==> config.mk <==
export PLATFORM = sky130hd
export DESIGN_NAME = fb_bank_sequencer
export DESIGN_NICKNAME = d
export VERILOG_FILES = /design/src/rtl/fb_bank_sequencer.sv
export SDC_FILE = /design/constraint.sdc
export NUM_CORES = 1
export LEC_CHECK = 0
export ABC_AREA = 1
export ABC_CLOCK_PERIOD_IN_PS = 1300
export BUFFER_PORTS_ARGS = -buffer_cell sky130_fd_sc_hd__buf_2
export CORE_MARGIN = 1.5
export CORE_UTILIZATION = 44
export CTS_CLUSTER_SIZE = 8
export DETAILED_ROUTE_END_ITERATION = 8
export PLACE_DENSITY = 0.76
export SLEW_MARGIN = 20
export SYNTH_ARGS = -nofsm -noshare
export SYNTH_HDL_FRONTEND = slang
export SYNTH_SLANG_ARGS = --single-unit
==> constraint.sdc <==
create_clock -name clk_133M -period 1.3 [get_ports clk_133M]
set_input_delay 0.065 -clock clk_133M [delete_from_list [all_inputs] [get_ports clk_133M]]
set_output_delay 0.065 -clock clk_133M [all_outputs]
set_load 0.02 [all_outputs]
==> src/rtl/fb_bank_sequencer.sv <==
// Frame-buffer sequencer: camera burst writes, VGA burst reads, bank rotation
// so the VGA side only ever reads a fully written frame.
`timescale 1ns/1ps
module fb_bank_sequencer #(
  parameter int COL_W            = 9,
  parameter int ROW_W            = 13,
  parameter int BANK_W           = 2,
  parameter int NUM_BANKS        = 3,
  parameter int BURSTS_PER_FRAME = 750,
  parameter int FIFO_W           = 11,
  parameter int WR_THRESH        = 512,
  parameter int RD_THRESH        = 512
) (
  input  logic                          clk_133M,
  input  logic                          rst_133,
  input  logic                          cam_vsyn,
  input  logic                          vga_vsyn,
  input  logic [FIFO_W-1:0]             wr_fifo_used,
  input  logic [FIFO_W-1:0]             rd_fifo_used,
  input  logic                          wr_sdram_ack,
  input  logic                          rd_sdram_ack,
  output logic                          wr_sdram_req,
  output logic [BANK_W+ROW_W+COL_W-1:0] wr_sdram_add,
  output logic                          rd_sdram_req,
  output logic [BANK_W+ROW_W+COL_W-1:0] rd_sdram_add,
  output logic                          clear_wrsdram_fifo,
  output logic                          clear_rdsdram_fifo,
  output logic [BANK_W-1:0]             cam_bank,
  output logic [BANK_W-1:0]             vga_bank,
  output logic                          frame_valid,
  output logic                          frame_drop,
  output logic                          short_frame
);

  localparam logic [ROW_W-1:0]  BPF  = ROW_W'(BURSTS_PER_FRAME);
  localparam logic [FIFO_W-1:0] WR_T = FIFO_W'(WR_THRESH);
  localparam logic [FIFO_W-1:0] RD_T = FIFO_W'(RD_THRESH);

  typedef enum logic {W_IDLE, W_REQ} wr_state_t;
  typedef enum logic {R_IDLE, R_REQ} rd_state_t;

  wr_state_t         wr_state, wr_state_nxt;
  rd_state_t         rd_state, rd_state_nxt;
  logic [2:0]        cam_sync, vga_sync;
  logic              cam_start, vga_start;
  logic [ROW_W-1:0]  wr_cnt, rd_cnt;
  logic [BANK_W-1:0] last_done;
  logic              wr_en, consumed;

  logic              frame_done, short_cond, drop_cond, found, consumed_nxt;
  logic [BANK_W-1:0] last_nxt, vga_nxt, cam_nxt;

  assign cam_start = cam_sync[2] & ~cam_sync[1];
  assign vga_start = ~vga_sync[2] & vga_sync[1];

  // Bank selection sees last_done/vga_bank as they will be after any
  // same-cycle promotion and VGA frame start.
  always_comb begin
    frame_done   = wr_en && (wr_cnt == BPF);
    short_cond   = wr_en && !frame_done && frame_valid;
    last_nxt     = (cam_start && frame_done) ? cam_bank : last_done;
    vga_nxt      = vga_start ? last_nxt : vga_bank;
    consumed_nxt = vga_start ? 1'b1 : ((cam_start && frame_done) ? 1'b0 : consumed);
    cam_nxt      = cam_bank;
    drop_cond    = 1'b0;
    found        = 1'b0;
    if (NUM_BANKS == 2) begin
      cam_nxt   = (vga_nxt == '0) ? BANK_W'(1) : '0;
      drop_cond = (cam_nxt == last_nxt) && !consumed_nxt;
    end else begin
      for (int unsigned i = 0; i < NUM_BANKS; i++) begin
        if (!found && BANK_W'(i) != vga_nxt && BANK_W'(i) != last_nxt) begin
          cam_nxt = BANK_W'(i);
          found   = 1'b1;
        end
      end
    end
  end

  always_ff @(posedge clk_133M) begin
    if (rst_133) begin
      wr_state <= W_IDLE;
      rd_state <= R_IDLE;
    end else begin
      wr_state <= wr_state_nxt;
      rd_state <= rd_state_nxt;
    end
  end

  always_comb begin
    wr_state_nxt = wr_state;
    rd_state_nxt = rd_state;
    case (wr_state)
      W_IDLE: if (!cam_start && wr_fifo_used >= WR_T && wr_cnt < BPF && wr_en)
                wr_state_nxt = W_REQ;
      W_REQ:  if (cam_start || wr_sdram_ack) wr_state_nxt = W_IDLE;
      default: wr_state_nxt = W_IDLE;
    endcase
    case (rd_state)
      R_IDLE: if (!vga_start && rd_fifo_used <= RD_T && rd_cnt < BPF && frame_valid)
                rd_state_nxt = R_REQ;
      R_REQ:  if (vga_start || rd_sdram_ack) rd_state_nxt = R_IDLE;
      default: rd_state_nxt = R_IDLE;
    endcase
    wr_sdram_req = (wr_state == W_REQ);
    rd_sdram_req = (rd_state == R_REQ);
    wr_sdram_add = {cam_bank, wr_cnt, COL_W'(0)};
    rd_sdram_add = {vga_bank, rd_cnt, COL_W'(0)};
  end

  always_ff @(posedge clk_133M) begin
    if (rst_133) begin
      cam_sync           <= '0;
      vga_sync           <= '0;
      wr_cnt             <= '0;
      rd_cnt             <= '0;
      cam_bank           <= '0;
      vga_bank           <= '0;
      last_done          <= '0;
      wr_en              <= 1'b0;
      consumed           <= 1'b0;
      frame_valid        <= 1'b0;
      frame_drop         <= 1'b0;
      short_frame        <= 1'b0;
      clear_wrsdram_fifo <= 1'b0;
      clear_rdsdram_fifo <= 1'b0;
    end else begin
      cam_sync           <= {cam_sync[1:0], cam_vsyn};
      vga_sync           <= {vga_sync[1:0], vga_vsyn};
      clear_wrsdram_fifo <= cam_start;
      clear_rdsdram_fifo <= vga_start;
      short_frame        <= cam_start && short_cond;
      frame_drop         <= cam_start && drop_cond;
      consumed           <= consumed_nxt;
      if (cam_start) begin
        last_done   <= last_nxt;
        frame_valid <= frame_valid | frame_done;
        cam_bank    <= cam_nxt;
        wr_en       <= !drop_cond;
        wr_cnt      <= '0;
      end else if (wr_state == W_REQ && wr_sdram_ack) begin
        wr_cnt <= wr_cnt + ROW_W'(1);
      end
      if (vga_start) begin
        vga_bank <= vga_nxt;
        rd_cnt   <= '0;
      end else if (rd_state == R_REQ && rd_sdram_ack) begin
        rd_cnt <= rd_cnt + ROW_W'(1);
      end
    end
  end

  always_ff @(posedge clk_133M) begin
    if (!rst_133) assert (!(wr_en && cam_bank == vga_bank));
  end

endmodule

==> impl_metrics.prom, run 1 <==
# TYPE chip_impl_metric gauge
chip_impl_metric{name="syn_inst",unit=""} 295
chip_impl_metric{name="synthesis.area",unit="sq mm"} 0.002231
chip_impl_metric{name="cts.reportedPaths.clkPinSlew",unit="ns"} 0.08
chip_impl_metric{name="fin_skew",unit="ns"} 0.009034
chip_impl_metric{name="setup_viol",unit=""} 14
chip_impl_info{name="min_to",value="wr_en$_SDFFE_PP0P_"} 1
chip_impl_info{name="clk_root_buffer_cell",value="sky130_fd_sc_hd__clkbuf_8"} 1
chip_impl_metric{name="fp.dieW",unit="microns"} 74.21
chip_impl_info{name="synth_area_leader_cell",value="sky130_fd_sc_hd__dfxtp_1"} 1
chip_impl_metric{name="cts_max_path_buffers",unit=""} 2
chip_impl_metric{name="ys_seq_area_frac",unit=""} 0.4038
chip_impl_metric{name="grt_pass1_vias",unit=""} 1936
chip_impl_metric{name="grt_pass1_wl",unit="mm"} 8.266
chip_impl_metric{name="htreeDepth",unit=""} 2
chip_impl_metric{name="core_region_area",unit="sq mm"} 0.004817
chip_impl_metric{name="worstPathRequired",unit="ns"} 1.50
chip_impl_metric{name="yosysWarningCount",unit=""} 0
chip_impl_metric{name="drc",unit=""} 0
chip_impl_metric{name="initial_core_util",unit=""} 0.4631
chip_impl_metric{name="cap_viol_max_count",unit=""} 0
chip_impl_metric{name="place_area",unit="sq mm"} 0.002885
chip_impl_metric{name="detail_route.first_pass.iterations",unit=""} 4
chip_impl_metric{name="final_min_period_over_clock_period",unit=""} 1.132
chip_impl_info{name="hp-class",value="primary input to flip-flop"} 1
chip_impl_metric{name="final_layout_size_suffix_gt1_frac",unit=""} 0.4743
chip_impl_metric{name="rows",unit=""} 25
chip_impl_info{name="run_status",value="finished, violations left"} 1
chip_impl_metric{name="dpl_worst_slack",unit="ns"} -0.1661
chip_impl_info{name="rr_endpoint",value="cam_bank[0]$_SDFFE_PP0P_"} 1
chip_impl_metric{name="dp.final_hpwl",unit="mm"} 3.870
chip_impl_metric{name="hold_violations",unit=""} 0
chip_impl_info{name="largest_cells_by_area_after_synthesis",value="sky130_fd_sc_hd__dfxtp_1 (40%), sky130_fd_sc_hd__buf_4 (7.7%), sky130_fd_sc_hd__inv_1 (6.9%), sky130_fd_sc_hd__nand2_1 (6.6%), sky130_fd_sc_hd__a21oi_1 (5.4%)"} 1
chip_impl_metric{name="num-nets-final",unit=""} 439
chip_impl_metric{name="clkSinkCount",unit=""} 45
chip_impl_info{name="synth_ff_type",value="sky130_fd_sc_hd__dfxtp_1"} 1
chip_impl_metric{name="chipHeight",unit="microns"} 74.21
chip_impl_metric{name="worstPathMaxFanout",unit=""} 4
chip_impl_metric{name="number_of_flops_mapped_to_enable_cells_by_yosys",unit=""} 0
chip_impl_metric{name="timing.final.crit_period",unit="ns"} 1.472
chip_impl_metric{name="multi_input_comb_area",unit="sq mm"} 0.001252
chip_impl_info{name="cts_tree",value="yes"} 1
chip_impl_metric{name="antenna_violating_nets_post_route",unit=""} 0
chip_impl_metric{name="timing.hold.worst_path_depth",unit=""} 2
chip_impl_metric{name="number_of_slew_limit_violations_in_the_final_report",unit=""} 0
chip_impl_info{name="grt_setup_unrepaired",value="yes"} 1
chip_impl_metric{name="async_flop_share",unit=""} 0
chip_impl_metric{name="p_leak",unit="uW"} 0.001542
chip_impl_metric{name="routed_via_density",unit=""} 4.666
chip_impl_metric{name="initialDrtViolationCount",unit=""} 94
chip_impl_info{name="timing.critical_path.to_type",value="flip-flop"} 1
chip_impl_metric{name="synth_top_cell_area_share",unit=""} 0.4038
chip_impl_info{name="timing.critical_path.from_type",value="flip-flop"} 1
chip_impl_metric{name="area_growth_synth_to_finish",unit="%"} 46.72
chip_impl_info{name="r2r-start",value="wr_cnt[0]$_SDFFE_PP0P_"} 1
chip_impl_metric{name="cts_inserted_buffers",unit=""} 5
chip_impl_metric{name="r2r_cells",unit=""} 11
chip_impl_metric{name="gr-total-overflow",unit=""} 0
chip_impl_metric{name="least_setup_slack_across_all_paths_after_layout",unit="ns"} -0.1721
chip_impl_metric{name="r2r_slack",unit="ns"} -0.17
chip_impl_metric{name="fmax",unit="MHz"} 679.3
chip_impl_metric{name="synthesis.area_per_instance",unit="sq um"} 7.562
chip_impl_metric{name="fp.dieArea",unit="sq mm"} 0.005506
chip_impl_metric{name="diodes",unit=""} 0
chip_impl_metric{name="pwr_density_cell",unit="mW/mm^2"} 734.5
chip_impl_metric{name="place.port_buffers",unit=""} 58
chip_impl_info{name="violations_in_the_final_reports",value="negative setup slack"} 1
chip_impl_metric{name="netlist-cell-type-count",unit=""} 35
chip_impl_metric{name="grt_max_degree",unit=""} 13
chip_impl_metric{name="fillers",unit=""} 410
chip_impl_metric{name="post_layout_utilization_of_the_core",unit=""} 0.6795
chip_impl_info{name="hold_start",value="rst_133"} 1
chip_impl_metric{name="clkLatencyLatePin",unit="ns"} 0.30
chip_impl_metric{name="drt_wl_total",unit="mm"} 5.703
chip_impl_metric{name="grt_antenna_before_repair",unit=""} 0
chip_impl_metric{name="ir_drop",unit="mV"} 0.5418
chip_impl_metric{name="avgRoutedWirePerCell",unit="microns"} 11.98
chip_impl_metric{name="ff_latch_area",unit="sq um"} 937.1
chip_impl_metric{name="ys_ff_latch",unit=""} 45
chip_impl_metric{name="finalInstanceArea",unit="sq mm"} 0.003273
chip_impl_info{name="timing_worst_setup_path_type",value="flip-flop to flip-flop"} 1
chip_impl_metric{name="routed_vias",unit=""} 2221
chip_impl_metric{name="groute.usage.overall",unit=""} 0.1954
chip_impl_metric{name="gp_routability_congestion",unit=""} 0.9321
chip_impl_metric{name="pin_count",unit=""} 87
chip_impl_metric{name="worstPathArrival",unit="ns"} 1.67
[flip-flops by register name (all words and copies together) (netlist names), 2 cells and up]
signal	count
vga_sync	3
rd_cnt	13
cam_sync	3
vga_bank	2
last_done	2
cam_bank	2
wr_cnt	13
[kinds of logic (layout without fill, tap and decap cells)]
family                   Yosys count  in the layout  synth area share
buffers and inverters             73            169            0.1615
flip-flops                        45             45            0.4038
adder cells (fa/ha/maj)            3              3           0.01683
AO/OA/AOI/OAI                     48             48            0.1228
XOR/XNOR                           1              1          0.003927
other                              1             19          0.001681
AND/OR/NAND/NOR                  124            124            0.2894
[layout by cell type, fill, tap and decap left out, types with 4 or more instances in the layout]
master / instances
sky130_fd_sc_hd__conb_1: 19
sky130_fd_sc_hd__nor3_1: 8
sky130_fd_sc_hd__a21oi_2: 4
sky130_fd_sc_hd__dfxtp_1: 32
sky130_fd_sc_hd__nand3_1: 6
sky130_fd_sc_hd__buf_6: 5
sky130_fd_sc_hd__nand2_2: 8
sky130_fd_sc_hd__o21ai_0: 7
sky130_fd_sc_hd__nand3_4: 4
sky130_fd_sc_hd__clkbuf_8: 5
sky130_fd_sc_hd__buf_4: 48
sky130_fd_sc_hd__dfxtp_4: 8
sky130_fd_sc_hd__nand2_4: 6
sky130_fd_sc_hd__nor2_4: 9
sky130_fd_sc_hd__inv_4: 5
sky130_fd_sc_hd__nand2_1: 33
sky130_fd_sc_hd__nor2_1: 26
sky130_fd_sc_hd__inv_1: 36
sky130_fd_sc_hd__a21oi_1: 22
sky130_fd_sc_hd__buf_2: 58
sky130_fd_sc_hd__nand4_1: 4
sky130_fd_sc_hd__inv_2: 7
sky130_fd_sc_hd__o21ai_1: 5
sky130_fd_sc_hd__dfxtp_2: 5
[through the flow]
stage / setup TNS [ns] / power [uW] / hold slack [ns] / std cells
2_1_floorplan: -0.5858 / 1572 / 0.1720 / 313
3_3_place_gp: -0.6785 / 1592 / 0.2675 / 451
3_5_place_dp: -1.124 / 1596 / 0.2717 / 451
4_1_cts: -1.063 / 2426 / 0.02594 / 473
5_1_grt: -2.767 / 2520 / 0.03933 / 476
6_report: -1.174 / 2404 / 0.03073 / 476
[worst max path at each step]
stage / end / cells past startpoint / start / slack, ns
floorplan: rd_cnt[10]$_SDFFE_PP0P_ / 8 / rd_cnt[0]$_SDFFE_PP0P_ / -0.12
global placement: cam_bank[0]$_SDFFE_PP0P_ / 11 / wr_cnt[0]$_SDFFE_PP0P_ / -0.10
detailed placement: cam_bank[0]$_SDFFE_PP0P_ / 11 / wr_cnt[0]$_SDFFE_PP0P_ / -0.17
CTS: cam_bank[0]$_SDFFE_PP0P_ / 11 / wr_cnt[0]$_SDFFE_PP0P_ / -0.17
global route: cam_bank[0]$_SDFFE_PP0P_ / 11 / wr_cnt[0]$_SDFFE_PP0P_ / -0.29
finish: cam_bank[0]$_SDFFE_PP0P_ / 11 / wr_cnt[0]$_SDFFE_PP0P_ / -0.17
[Yosys cell counts, drive strengths merged, types with 2 or more instances]
| library cell | instances |
|---|---|
| inv | 48 |
| nand2 | 47 |
| dfxtp | 45 |
| nor2 | 38 |
| a21oi | 26 |
| buf | 23 |
| o21ai | 15 |
| nor3 | 14 |
| nand3 | 13 |
| nand4 | 4 |
| ha | 3 |
| o21a | 3 |
| a31oi | 2 |
| clkbuf | 2 |
| nand3b | 2 |
| nor3b | 2 |
| nor4 | 2 |
[power breakdown]
group / switching [uW] / internal, uW / leakage, uW
combinational: 131 / 66.0 / 0.00113
sequential: 6.69 / 1370 / 0.000373
clock: 444 / 382 / 0.0000395
[area by class of cell]
class | instances | area share
inverters | 48 | 0.05887
flip-flops and latches | 45 | 0.2863
well taps | 67 | 0.02561
clock buffers | 8 | 0.02446
repair buffers | 113 | 0.2221
multi-input cells | 195 | 0.3826
[critical path, stage by stage, from the launching register on]
cell and delay (ns):
sky130_fd_sc_hd__dfxtp_4 0.37, sky130_fd_sc_hd__inv_4 0.06, sky130_fd_sc_hd__ha_4 0.13, sky130_fd_sc_hd__nand3_4 0.07, sky130_fd_sc_hd__nor2_4 0.17, sky130_fd_sc_hd__nand3_4 0.11
sky130_fd_sc_hd__nand2_4 0.09, sky130_fd_sc_hd__nand2_4 0.06, sky130_fd_sc_hd__o21bai_4 0.12, sky130_fd_sc_hd__nand2_1 0.06, sky130_fd_sc_hd__nand3_1 0.07, sky130_fd_sc_hd__nand2_1 0.05
[what timing repair did]
action / CTS / global route
hold buffers: 2 / 0
gates resized for setup: 21 / 30
setup buffers: 12 / 5
hold endpoints to repair: 2 / 0
pin swaps: 18 / 14
setup endpoints to repair: 15 / 24
[metal layers]
metal,track usage,share of wire,up-vias,routed length [microns]
li1,-,-,1129,-
met4,0.08436,0.014,0,82
met1,0.2297,0.41,1023,2329
met3,0.04743,0.046,11,260
met5,0,0,-,0
met2,0.3373,0.53,58,3030
Note: power is estimated with default switching activity, not from simulation.
==> inputs of run 2 (changes only) <==
--- a/config.mk
+++ b/config.mk
@@ -13,6 +13,8 @@
 export CTS_CLUSTER_SIZE = 8
 export DETAILED_ROUTE_END_ITERATION = 8
 export PLACE_DENSITY = 0.76
+export RECOVER_POWER = 25
+export REMOVE_ABC_BUFFERS = 1
 export SLEW_MARGIN = 20
 export SYNTH_ARGS = -nofsm -noshare
 export SYNTH_HDL_FRONTEND = slang
==> run 2 against run 1 <==
  * The run still ends with negative setup slack left
  * Final cell count fell by 0.63%
  * Combinational power about the same
  * Clock power increased by 3.3%
  * Non-clock buffer count down 3
  * Global-route usage down 0.41 points
  * Utilization down 0.34 points
  * Fmax shrank 1.8%
  * Final area is 0.50% lower
  * Wire length up 6.6%
  * Total power rose by 1.6%
  * Worst setup slack lost 0.026 ns
  * Critical path type unchanged
  * Largest power group unchanged
  * Highest routed layer unchanged
==> impl_metrics.prom, run 2 (synthesized netlist as in run 1, its figures left out) <==
# TYPE chip_impl_metric gauge
chip_impl_metric{name="dp.final_hpwl",unit="mm"} 3.775
chip_impl_metric{name="grt_antenna_before_repair",unit=""} 0
chip_impl_metric{name="timing.hold.ws",unit="ns"} 0.1198
chip_impl_metric{name="hold_violations",unit=""} 0
chip_impl_metric{name="worstPathRequired",unit="ns"} 1.49
chip_impl_metric{name="initialDrtViolationCount",unit=""} 136
chip_impl_metric{name="timing.critical_path.buf_inv",unit=""} 1
chip_impl_metric{name="worstPathArrival",unit="ns"} 1.69
chip_impl_metric{name="clkLatencyLatePin",unit="ns"} 0.30
chip_impl_metric{name="routed_via_density",unit=""} 4.837
chip_impl_metric{name="gr-total-overflow",unit=""} 0
chip_impl_metric{name="drc",unit=""} 0
chip_impl_metric{name="final_min_period_over_clock_period",unit=""} 1.153
chip_impl_metric{name="worstPathMaxFanout",unit=""} 4
chip_impl_metric{name="timing.final.crit_period",unit="ns"} 1.498
chip_impl_metric{name="crit_path_max_incr_delay",unit="ns"} 0.37
chip_impl_info{name="layout_common_cells",value="sky130_fd_sc_hd__buf_2 (58), sky130_fd_sc_hd__buf_4 (44), sky130_fd_sc_hd__inv_1 (36), sky130_fd_sc_hd__dfxtp_1 (36), sky130_fd_sc_hd__nand2_1 (31)"} 1
chip_impl_metric{name="grt_max_degree",unit=""} 14
chip_impl_info{name="hp-class",value="primary input to flip-flop"} 1
chip_impl_info{name="run_status",value="finished, violations left"} 1
chip_impl_metric{name="r2r_cells",unit=""} 11
chip_impl_metric{name="pwr_density_cell",unit="mW/mm^2"} 749.9
chip_impl_metric{name="core_region_area",unit="sq mm"} 0.004817
chip_impl_info{name="hold_start",value="rd_fifo_used[9]"} 1
chip_impl_metric{name="clkSinkCount",unit=""} 45
chip_impl_metric{name="grt_pass1_vias",unit=""} 1868
chip_impl_metric{name="p_leak",unit="uW"} 0.001546
chip_impl_info{name="grt_setup_unrepaired",value="yes"} 1
chip_impl_metric{name="routed_vias",unit=""} 2288
chip_impl_metric{name="post_layout_utilization_of_the_core",unit=""} 0.6761
chip_impl_metric{name="timing.hold.worst_path_depth",unit=""} 4
chip_impl_metric{name="num-nets-final",unit=""} 436
chip_impl_metric{name="htreeDepth",unit=""} 2
chip_impl_metric{name="number_of_slew_limit_violations_in_the_final_report",unit=""} 0
chip_impl_metric{name="detail_route.first_pass.iterations",unit=""} 4
chip_impl_metric{name="area_growth_synth_to_finish",unit="%"} 45.99
chip_impl_metric{name="fmax",unit="MHz"} 667.4
chip_impl_metric{name="least_setup_slack_across_all_paths_after_layout",unit="ns"} -0.1984
chip_impl_info{name="cts_tree",value="yes"} 1
chip_impl_info{name="timing.critical_path.to_type",value="flip-flop"} 1
chip_impl_metric{name="cap_viol_max_count",unit=""} 0
chip_impl_metric{name="gp_routability_congestion",unit=""} 0.8633
chip_impl_metric{name="setup_viol",unit=""} 16
chip_impl_metric{name="initial_core_util",unit=""} 0.4631
chip_impl_info{name="cp_slowest_cell",value="sky130_fd_sc_hd__dfxtp_4"} 1
chip_impl_metric{name="final_layout_size_suffix_gt1_frac",unit=""} 0.4778
chip_impl_metric{name="drt_wl_total",unit="mm"} 6.082
chip_impl_metric{name="grt_pass1_wl",unit="mm"} 8.066
chip_impl_metric{name="place.port_buffers",unit=""} 58
chip_impl_info{name="r2r-start",value="wr_cnt[0]$_SDFFE_PP0P_"} 1
chip_impl_metric{name="pin_count",unit=""} 87
chip_impl_info{name="timing_worst_setup_path_type",value="flip-flop to flip-flop"} 1
chip_impl_metric{name="avgRoutedWirePerCell",unit="microns"} 12.86
chip_impl_metric{name="ir_drop",unit="mV"} 0.6608
chip_impl_metric{name="chipHeight",unit="microns"} 74.21
chip_impl_metric{name="fp.dieW",unit="microns"} 74.21
chip_impl_metric{name="diodes",unit=""} 0
chip_impl_info{name="clk_root_buffer_cell",value="sky130_fd_sc_hd__clkbuf_8"} 1
chip_impl_info{name="reg_top3",value="rd_cnt: 13 flops, wr_cnt: 13 flops"} 1
chip_impl_info{name="worstSetupStartpoint",value="wr_cnt[0]$_SDFFE_PP0P_"} 1
chip_impl_info{name="final_common_cell",value="sky130_fd_sc_hd__buf_2"} 1
chip_impl_info{name="crit_family",value="simple AND/OR/NAND/NOR gates"} 1
chip_impl_info{name="timing.critical_path.from_type",value="flip-flop"} 1
chip_impl_metric{name="totalNegativeSetupSlack",unit="ns"} -1.527
chip_impl_metric{name="fillers",unit=""} 385
chip_impl_metric{name="cts_inserted_buffers",unit=""} 5
chip_impl_info{name="violations_in_the_final_reports",value="negative setup slack"} 1
chip_impl_info{name="sequence_of_cells_on_the_critical_path",value="inv_4 -> ha_4 -> nand3_4 -> nor2_4 -> nand3_4 -> nand2_4 -> nand2_4 -> o21bai_4 -> nand2_1 -> nand3_1 -> nand2_1"} 1
chip_impl_metric{name="antenna_violating_nets_post_route",unit=""} 0
chip_impl_metric{name="cts.reportedPaths.clkPinSlew",unit="ns"} 0.09
chip_impl_metric{name="fp.dieArea",unit="sq mm"} 0.005506
chip_impl_metric{name="rows",unit=""} 25
chip_impl_metric{name="crit_path_cell_count",unit=""} 11
chip_impl_metric{name="groute.usage.overall",unit=""} 0.1913
chip_impl_metric{name="fin_skew",unit="ns"} 0.01175
chip_impl_metric{name="cts_max_path_buffers",unit=""} 2
[run 2: cell types whose count changed in the layout (fill, tap and decap cells not counted), sizes merged]
cell,previous run,this run
buf,111,107
clkbuf,8,6
dlygate4sd3,2,3
clkinv,0,2
[run 2: repair_timing]
| action | CTS | global route |
|---|---|---|
| hold buffers | 3 | 0 |
| setup buffers | 8 | 3 |
| endpoints found under the hold margin | 3 | 0 |
| pin swaps | 22 | 17 |
| resized for setup | 36 | 48 |
| setup endpoints to repair | 18 | 23 |
[run 2: per-stage QoR]
| stage | instance area, sq um | instances | worst slack (ns) | power [uW] |
|---|---|---|---|---|
| 2_1_floorplan | 2118 | 288 | -0.2868 | 1533 |
| 5_1_grt | 3257 | 473 | -0.2643 | 2525 |
| 3_3_place_gp | 2785 | 452 | -0.1606 | 1603 |
| 4_1_cts | 3075 | 471 | -0.1307 | 2438 |
| 6_report | 3257 | 473 | -0.1984 | 2442 |
| 3_5_place_dp | 2785 | 452 | -0.2572 | 1606 |
[run 2: layout make-up]
cell class	instances	area [sq um]	share of cell area
Timing Repair Buffer	110	706.9	0.2171
Tap cell	67	83.83	0.02574
Multi-Input combinational cell	195	1274	0.3911
Clock inverter	2	10.01	0.003073
Clock buffer	6	72.57	0.02228
Inverter	48	187.7	0.05763
Sequential cell	45	922.1	0.2831
[run 2: power by group]
part / internal [uW] / total (uW) / switching (uW)
logic: 66.4 / 200 / 133
clock network: 373 / 853 / 479
registers: 1380 / 1390 / 7.46
[run 2: metal layers]
layer / GRT usage / vias to the layer above / share of wire
li1: - / 1121 / -
met1: 0.2313 / 1068 / 0.40
met2: 0.3343 / 82 / 0.53
met3: 0.04878 / 17 / 0.047
met4: 0.05556 / 0 / 0.024
met5: 0 / - / 0
[run 2: worst paths after layout]
| check | to | slack [ns] |
|---|---|---|
| setup reg to reg | cam_bank[0]$_SDFFE_PP0P_ | -0.20 |
| hold reg to reg | cam_sync[1]$_SDFF_PP0_ | 0.41 |
| hold / removal | rd_sdram_req$_SDFF_PP0_ | 0.12 |
| setup / recovery | cam_bank[0]$_SDFFE_PP0P_ | -0.20 |
[run 2: tightest hold or removal path: stages]
cell and delay [ns]:
sky130_fd_sc_hd__buf_2 0.08, sky130_fd_sc_hd__nand2_1 0.05, sky130_fd_sc_hd__a21oi_1 0.14, sky130_fd_sc_hd__nor3_1 0.05
==> inputs of run 3 (changes only) <==
--- a/config.mk
+++ b/config.mk
@@ -7,12 +7,12 @@
 export LEC_CHECK = 0
 export ABC_AREA = 1
 export ABC_CLOCK_PERIOD_IN_PS = 1300
-export BUFFER_PORTS_ARGS = -buffer_cell sky130_fd_sc_hd__buf_2
 export CORE_MARGIN = 1.5
-export CORE_UTILIZATION = 44
+export CORE_UTILIZATION = 55
 export CTS_CLUSTER_SIZE = 8
 export DETAILED_ROUTE_END_ITERATION = 8
-export PLACE_DENSITY = 0.76
+export DONT_BUFFER_PORTS = 1
+export PLACE_DENSITY = 0.73
 export RECOVER_POWER = 25
 export REMOVE_ABC_BUFFERS = 1
 export SLEW_MARGIN = 20
==> constraint.sdc (replaced) <==
create_clock -name clk_133M -period 1.3 [get_ports clk_133M]
set_input_delay 0.065 -clock clk_133M [delete_from_list [all_inputs] [get_ports clk_133M]]
set_output_delay 0.065 -clock clk_133M [all_outputs]
set_load 0.05 [all_outputs]
==> run 3 against run 2 <==
  * The run still ends with negative setup slack left
  * Largest power group unchanged
  * Non-clock buffer count decreased by 15
  * Worst setup slack got worse by 0.18 ns
  * Clock-buffer cell count decreased by 1
  * Wire length increased by 39%
  * Worst hold slack got worse by 0.12 ns
  * Combinational power increased by 33%
  * Largest cell class unchanged
  * Sequential power about the same
  * Highest routed layer unchanged
  * Utilization increased by 19 points
  * Final cell count decreased by 7.4%
==> impl_metrics.prom, run 3 (synthesized netlist as in run 1, its figures left out) <==
# TYPE chip_impl_metric gauge
chip_impl_metric{name="drc",unit=""} 0
chip_impl_metric{name="fin_skew",unit="ns"} 0.01109
chip_impl_metric{name="groute.usage.overall",unit=""} 0.2985
chip_impl_info{name="cp_common_cell",value="sky130_fd_sc_hd__buf_4"} 1
chip_impl_metric{name="grt_pass1_wl",unit="mm"} 9.811
chip_impl_metric{name="chipHeight",unit="microns"} 66.69
chip_impl_metric{name="initialDrtViolationCount",unit=""} 251
chip_impl_info{name="worstSetupStartpoint",value="wr_cnt[1]$_SDFFE_PP0P_"} 1
chip_impl_metric{name="htreeDepth",unit=""} 2
chip_impl_metric{name="dp.final_hpwl",unit="mm"} 3.739
chip_impl_metric{name="cap_viol_max_count",unit=""} 0
chip_impl_metric{name="number_of_slew_limit_violations_in_the_final_report",unit=""} 0
chip_impl_info{name="reg_top3",value="rd_cnt: 13 flops, wr_cnt: 13 flops"} 1
chip_impl_metric{name="cts.reportedPaths.clkPinSlew",unit="ns"} 0.09
chip_impl_metric{name="worstPathRequired",unit="ns"} 1.50
chip_impl_info{name="grt_setup_unrepaired",value="yes"} 1
chip_impl_metric{name="cts_inserted_buffers",unit=""} 5
chip_impl_metric{name="diodes",unit=""} 0
chip_impl_metric{name="rows",unit=""} 22
chip_impl_metric{name="final_min_period_over_clock_period",unit=""} 1.292
chip_impl_metric{name="pwr_density_cell",unit="mW/mm^2"} 839.8
chip_impl_metric{name="maxSlewHeadroom",unit=""} 0.6452
chip_impl_info{name="setup.worst_path.end",value="wr_cnt[4]$_SDFFE_PP0P_"} 1
chip_impl_metric{name="least_setup_slack_across_all_paths_after_layout",unit="ns"} -0.3794
chip_impl_metric{name="p_leak",unit="uW"} 0.001451
chip_impl_info{name="final_common_cell",value="sky130_fd_sc_hd__buf_4"} 1
chip_impl_metric{name="worstPathMaxFanout",unit=""} 4
chip_impl_info{name="rr_endpoint",value="wr_cnt[4]$_SDFFE_PP0P_"} 1
chip_impl_info{name="violations_in_the_final_reports",value="negative setup slack"} 1
chip_impl_metric{name="grt_antenna_before_repair",unit=""} 0
chip_impl_metric{name="avgRoutedWirePerCell",unit="microns"} 19.35
chip_impl_metric{name="fmax",unit="MHz"} 595.5
chip_impl_metric{name="crit_path_max_incr_delay",unit="ns"} 0.39
chip_impl_info{name="timing.critical_path.to_type",value="flip-flop"} 1
chip_impl_metric{name="setup_viol",unit=""} 30
chip_impl_metric{name="clkLatencyLatePin",unit="ns"} 0.31
chip_impl_info{name="clk_root_buffer_cell",value="sky130_fd_sc_hd__clkbuf_8"} 1
chip_impl_metric{name="placed_cells_incl_taps",unit=""} 407
chip_impl_info{name="hp-class",value="primary input to flip-flop"} 1
chip_impl_metric{name="routed_via_density",unit=""} 5.918
chip_impl_metric{name="fin_cells",unit=""} 438
chip_impl_metric{name="total_power",unit="uW"} 2741
chip_impl_info{name="r2r-start",value="wr_cnt[1]$_SDFFE_PP0P_"} 1
chip_impl_info{name="sequence_of_cells_on_the_critical_path",value="ha_2 -> inv_2 -> nor3_4 -> buf_4 -> buf_4 -> buf_4 -> buf_4 -> nor2_1 -> nor3_1"} 1
chip_impl_metric{name="core_region_area",unit="sq mm"} 0.003771
chip_impl_metric{name="final_layout_size_suffix_gt1_frac",unit=""} 0.4564
chip_impl_info{name="timing.critical_path.from_type",value="flip-flop"} 1
chip_impl_metric{name="r2r_slack",unit="ns"} -0.38
chip_impl_info{name="cts_tree",value="yes"} 1
chip_impl_metric{name="r2r_cells",unit=""} 9
chip_impl_metric{name="fp.dieW",unit="microns"} 66.69
chip_impl_metric{name="worstPathArrival",unit="ns"} 1.88
chip_impl_metric{name="timing.final.crit_period",unit="ns"} 1.679
chip_impl_metric{name="gp_routability_congestion",unit=""} 0.8501
chip_impl_metric{name="grt_max_degree",unit=""} 17
chip_impl_metric{name="grt_pass1_vias",unit=""} 2118
chip_impl_metric{name="hold_violations",unit=""} 0
chip_impl_metric{name="place.port_buffers",unit=""} 0
chip_impl_metric{name="totalNegativeSetupSlack",unit="ns"} -5.329
chip_impl_metric{name="cts_max_path_buffers",unit=""} 2
chip_impl_metric{name="fp.dieArea",unit="sq mm"} 0.004448
chip_impl_metric{name="gr-total-overflow",unit=""} 0
chip_impl_metric{name="max_slew.worst_pin.slew",unit="ns"} 0.5315
chip_impl_metric{name="initial_core_util",unit=""} 0.5916
chip_impl_info{name="timing_worst_setup_path_type",value="flip-flop to flip-flop"} 1
chip_impl_metric{name="drt_wl_total",unit="mm"} 8.477
chip_impl_info{name="run_status",value="finished, violations left"} 1
chip_impl_metric{name="dpl_worst_slack",unit="ns"} -0.2890
chip_impl_info{name="cp_slowest_cell",value="sky130_fd_sc_hd__dfxtp_4"} 1
chip_impl_metric{name="area_growth_synth_to_finish",unit="%"} 46.33
chip_impl_metric{name="pin_count",unit=""} 87
chip_impl_metric{name="num-nets-final",unit=""} 421
chip_impl_metric{name="fillers",unit=""} 185
chip_impl_metric{name="antenna_violating_nets_post_route",unit=""} 0
chip_impl_metric{name="clkSinkCount",unit=""} 45
chip_impl_metric{name="detail_route.first_pass.iterations",unit=""} 5
chip_impl_metric{name="routed_vias",unit=""} 2592
chip_impl_metric{name="ir_drop",unit="mV"} 0.8069
chip_impl_info{name="layout_common_cells",value="sky130_fd_sc_hd__buf_4 (69), sky130_fd_sc_hd__dfxtp_1 (37), sky130_fd_sc_hd__inv_1 (34)"} 1
==> run 3: final cells by class <==
type,instances,area [sq um],share of cell area
clock buffers,5,68.82,0.02108
clock inverters,2,35.03,0.01073
inverters,48,180.2,0.05519
multi-input cells,195,1271,0.3894
flip-flops and latches,45,918.4,0.2813
well taps,48,60.06,0.01840
repair buffers,95,730.7,0.2238
==> run 3: worst min-delay path by stage <==
stage / start / to / slack (ns) / depth (start not counted)
3_5_place_dp: rst_133 / vga_bank[0]$_SDFFE_PP0P_ / 0.14 / 1
5_1_grt: rd_sdram_ack / rd_cnt[1]$_SDFFE_PP0P_ / 0.02 / 3
2_1_floorplan: rst_133 / frame_valid$_SDFFE_PP0P_ / 0.13 / 1
6_report: rd_sdram_ack / rd_cnt[1]$_SDFFE_PP0P_ / 0.002 / 3
4_1_cts: rst_133 / frame_valid$_SDFFE_PP0P_ / -0.18 / 1
3_3_place_gp: rst_133 / wr_en$_SDFFE_PP0P_ / 0.14 / 1
==> run 3: repair_timing <==
item | 4_1_cts | 5_1_grt
setup endpoints to repair | 22 | 31
buffers inserted | 14 | 5
hold buffers | 7 | 1
pin swaps | 12 | 24
hold endpoints to repair | 15 | 8
gates resized for setup | 28 | 59
==> run 3: routing by layer <==
layer / GRT usage / vias up / wire length (microns) / part of all wire
met3: 0.06926 / 79 / 720 / 0.085
met4: 0.1862 / 0 / 741 / 0.087
met1: 0.3396 / 1183 / 2973 / 0.35
met2: 0.5013 / 235 / 4043 / 0.48
met5: 0 / - / 0 / 0
li1: - / 1095 / - / -
==> run 3: critical path: cells and delay by family (launching register included) <==
kind                       cells  cell delay [ns]
adders and majority gates      1             0.22
buffers and inverters          5             0.48
DFF                            1             0.39
and+or+nand+nor                3             0.48
==> run 3: report_power, final <==
part	internal (uW)	total, uW	leakage, uW	switching [uW]
combinational	50.4	266	0.00103	216
sequential	1380	1400	0.000369	11.8
clock	560	1080	0.0000540	519
==> run 3: stage by stage <==
stage	hold WS (ns)	util	cell area, sq um
6_report	0.001922	0.8656	3264
5_1_grt	0.01718	0.8656	3264
4_1_cts	-0.1826	0.8155	3075
3_5_place_dp	0.1393	0.7190	2711
3_3_place_gp	0.1364	0.7190	2711
2_1_floorplan	0.1341	-	2118
